--- src/rtl/sat_counter.sv ---
// Saturating up-counter with a synchronous clear that wins over increment.
module sat_counter #(
  parameter int WIDTH = 8
) (
  input  logic             clk,
  input  logic             reset_n,
  input  logic             inc,
  input  logic             clr,
  output logic [WIDTH-1:0] count
);

  logic [WIDTH-1:0] count_q;
  logic [WIDTH-1:0] count_d;

  always_comb begin
    count_d = count_q;
    if (clr) begin
      count_d = '0;
    end else if (inc && (count_q != '1)) begin
      count_d = count_q + WIDTH'(1);
    end
  end

  always_ff @(posedge clk or negedge reset_n) begin
    if (!reset_n) begin
      count_q <= '0;
    end else begin
      count_q <= count_d;
    end
  end

  assign count = count_q;

endmodule

--- config.mk ---
export PLATFORM = sky130hd
export DESIGN_NAME = sat_counter
export DESIGN_NICKNAME = d
export VERILOG_FILES = /design/src/rtl/sat_counter.sv
export SDC_FILE = /design/constraint.sdc
export NUM_CORES = 1
export LEC_CHECK = 0
export CAP_MARGIN = 15
export CORE_AREA = 2 2 39 41
export CTS_BUF_LIST = sky130_fd_sc_hd__clkbuf_8
export DETAILED_ROUTE_END_ITERATION = 8
export DIE_AREA = 0 0 41 43
export HOLD_SLACK_MARGIN = 0.15
export PLACE_DENSITY = 0.62
export SLEW_MARGIN = 30
export SYNTH_ARGS = -nofsm -noshare
export SYNTH_HDL_FRONTEND = slang
export SYNTH_SLANG_ARGS = --single-unit
--- constraint.sdc ---
create_clock -name clk -period 1.75 [get_ports clk]
set_input_delay 0.4375 -clock clk [delete_from_list [all_inputs] [get_ports clk]]
set_output_delay 0.4375 -clock clk [all_outputs]
set_load 0.005 [all_outputs]
==> impl_metrics.csv <==
group,metric,value,unit
synthesis,syn_inst,49,
floorplanning,rows,14,
routing,drt-wirelength-per-cell,12.4,µm
sta,min_period_over_period,0.955,
synthesis,synth_nets,54,
setup_path,crit_family,"buffers and inverters",
floorplanning,ioPinCount,12,
clock_network,cts_tree,"yes",
floorplanning,die_h,43,µm
sta,relSlewSlack,0.761,
layout,area_delta_synth_final,46.4,%
sta,rsz0062_at_grt,"no",
setup_path,cp.required,1.31,ns
layout,nets,75,
clock_network,clkTransAtPathRegs,0.04,ns
pwr,clkPwrFrac,0.476,
clock_network,post_cts_resized,0,
clock_network,insertion_delay,0.23,ns
synthesis,yosys_warnings,0,
synthesis,ys_ff_latch,8,
sta,setup_viol,0,
routing,drt_iter0_drc,12,
global_route,grt_usage,0.155,
setup_path,slowest_delay,0.54,ns
clock_network,cts-root-buf,"clkbuf_8",
routing,postRouteAntennaNets,0,
pwr,swShare,0.219,
global_route,grt_overflow_total,0,
sta,worst_pin_slew,0.349,ns
global_route,grt_max_degree,9,
routing,viasPerCell,5.36,
layout,utilization,0.491,
sta,clock_skew,0.00281,ns
sta,fin_setup_tns,0,ns
pwr,ir_drop,0.392,mV
layout,n_fill_cell,130,
layout,largest_register_ffs,8,
layout,num_antenna_cells,0,
clock_network,cts_buffers,3,
sta,min_period,1.67,ns
setup_path,startpoint_type,"flop",
synthesis,synth.distinct_cells,28,
setup_path,path_max_fanout,7,
clock_network,post_cts_buffers,0,
routing,route.vias.total,450,
sta,finalMaxSlewViolations,0,
global_route,grt_pass1_vias,381,
pwr,intPower,372,µW
min_path,hp-class,"in2async",
pwr,combPwrFrac,0.118,
clock_network,hold_buffers,0,
synthesis,yosysSeqAreaShare,0.431,
placed_design,dp_hpwl,759,µm
sta,hold_viol,0,
run_status,status,"completed",
setup_path,cpMaxStageDelayCell,"clkdlybuf4s50_1",
placed_design,portBuffers,11,
clock_network,cts_max_level,1,
job,max-cap-violations,0,
routing,drc,0,
setup_path,path_buf_inv,1,
setup_path,critPathKind,"reg2out",
layout,final_cell_mix,"clkdlybuf4s50_1 (11), dfrtp_1 (8), buf_4 (7), nor3_1 (4)",
routing,first_pass_iters,4,
setup_path,crit_chain,"clkdlybuf4s50_1",
setup_path,endpoint_kind,"primary output",
pwr,leakagePower,0.000281,µW
sta,fmax,598,MHz
synthesis,synth_area_per_cell,9.47,µm²
clock_network,clockBufferDepth,2,
floorplanning,initial_core_util,0.335,
floorplanning,core,1380,µm²
global_route,antenna_found_initial,0,
pwr,p_switching,104,µW
routing,totalWireLength,1040,µm
pwr,seqPwrFrac,0.406,
pwr,p_per_area,701,nW/µm²
floorplanning,die_w,41,µm
setup_path,worst_ep_arrival_time,1.23,ns
clock_network,cts_sinks,8,
layout,final_common_cell,"clkdlybuf4s50_1",
floorplanning,design.die.area,1760,µm²
synthesis,netlist_area,464,µm²
global_route,grt_pass1_wl,1730,µm
pwr,power.total,476,µW
layout,drive_above_1_share,0.206,
placed_design,gp_congestion,0.793,
setup_path,rrSetupSlack,0.23,ns
==> final cells by class <==
type | count | area (µm²) | area share
multi-input combinational | 37 | 248 | 0.365
sequential | 8 | 200 | 0.295
timing repair buffer | 18 | 163 | 0.239
clock buffer | 3 | 41.3 | 0.0608
tap | 16 | 20.0 | 0.0295
inverter | 2 | 7.51 | 0.0110
==> synthesized netlist by cell type (all sizes together) <==
cell / instances / area (µm²)
a2111oi: 1 / 8.76
a211oi: 1 / 7.51
a21boi: 1 / 7.51
a21oi: 3 / 15.0
a31oi: 1 / 6.26
a41oi: 1 / 8.76
and3: 1 / 6.26
and4: 2 / 18.8
buf: 1 / 5.00
clkbuf: 1 / 3.75
dfrtp: 8 / 200
ha: 1 / 12.5
inv: 2 / 7.51
mux2: 2 / 22.5
mux2i: 1 / 10.0
nand2: 2 / 7.51
nand2b: 3 / 18.8
nand3: 3 / 20.0
nand4: 1 / 6.26
nor2: 2 / 7.51
nor2b: 3 / 18.8
nor3: 4 / 20.0
nor3b: 1 / 7.51
nor4: 1 / 6.26
o21ai: 1 / 5.00
or3: 1 / 6.26
==> path summary, 6_finish.rpt <==
check,start,to,depth (start not counted)
setup / recovery,count[2],count[2],1
hold / removal,reset_n,count[6],1
setup reg to reg,count[0],count[0],4
hold reg to reg,count[7],count[7],2
max in group asynchronous,reset_n,count[0],1
min in group clk,count[7],count[7],2
==> stage by stage <==
| stage | setup slack [ns] | hold slack (ns) | instance area (µm²) | cells |
|---|---|---|---|---|
| finish | 0.0787 | 0.492 | 679 | 84 |
| global route | 0.0225 | 0.530 | 679 | 84 |
| CTS | 0.0607 | 0.505 | 679 | 84 |
| detailed placement | -0.0116 | 0.578 | 638 | 81 |
| global placement | 0.0376 | 0.566 | 638 | 81 |
| floorplan | 0.146 | 0.142 | 464 | 49 |
==> routing by layer <==
layer	vias to the layer above	GRT usage	wire [µm]
met3	2	0.0942	79
met2	16	0.191	454
met1	213	0.206	497
met5	-	0	0
met4	0	0.0800	9
li1	219	-	-
==> cells by family (layout without fill, tap and decap cells) <==
logic type / after synthesis / in the layout / share of synthesized area
adder cells (fa/ha/maj): 1 / 1 / 0.0269
AND/OR/NAND/NOR: 24 / 24 / 0.310
buffers and inverters: 4 / 23 / 0.0350
flip-flops: 8 / 8 / 0.431
multiplexers: 3 / 3 / 0.0701
AO/OA/AOI/OAI: 9 / 9 / 0.127
==> power groups by stage <==
stage | combinational [µW] | clock (µW) | sequential (µW)
after floorplan | 18.9 | 0 | 199
after global routing | 62.8 | 249 | 194
final | 56.3 | 227 | 193
after global placement | 56.8 | 0 | 196
after detailed placement | 56.3 | 0 | 196
after CTS | 56.9 | 236 | 193
Power figures use the tool's default switching activity.
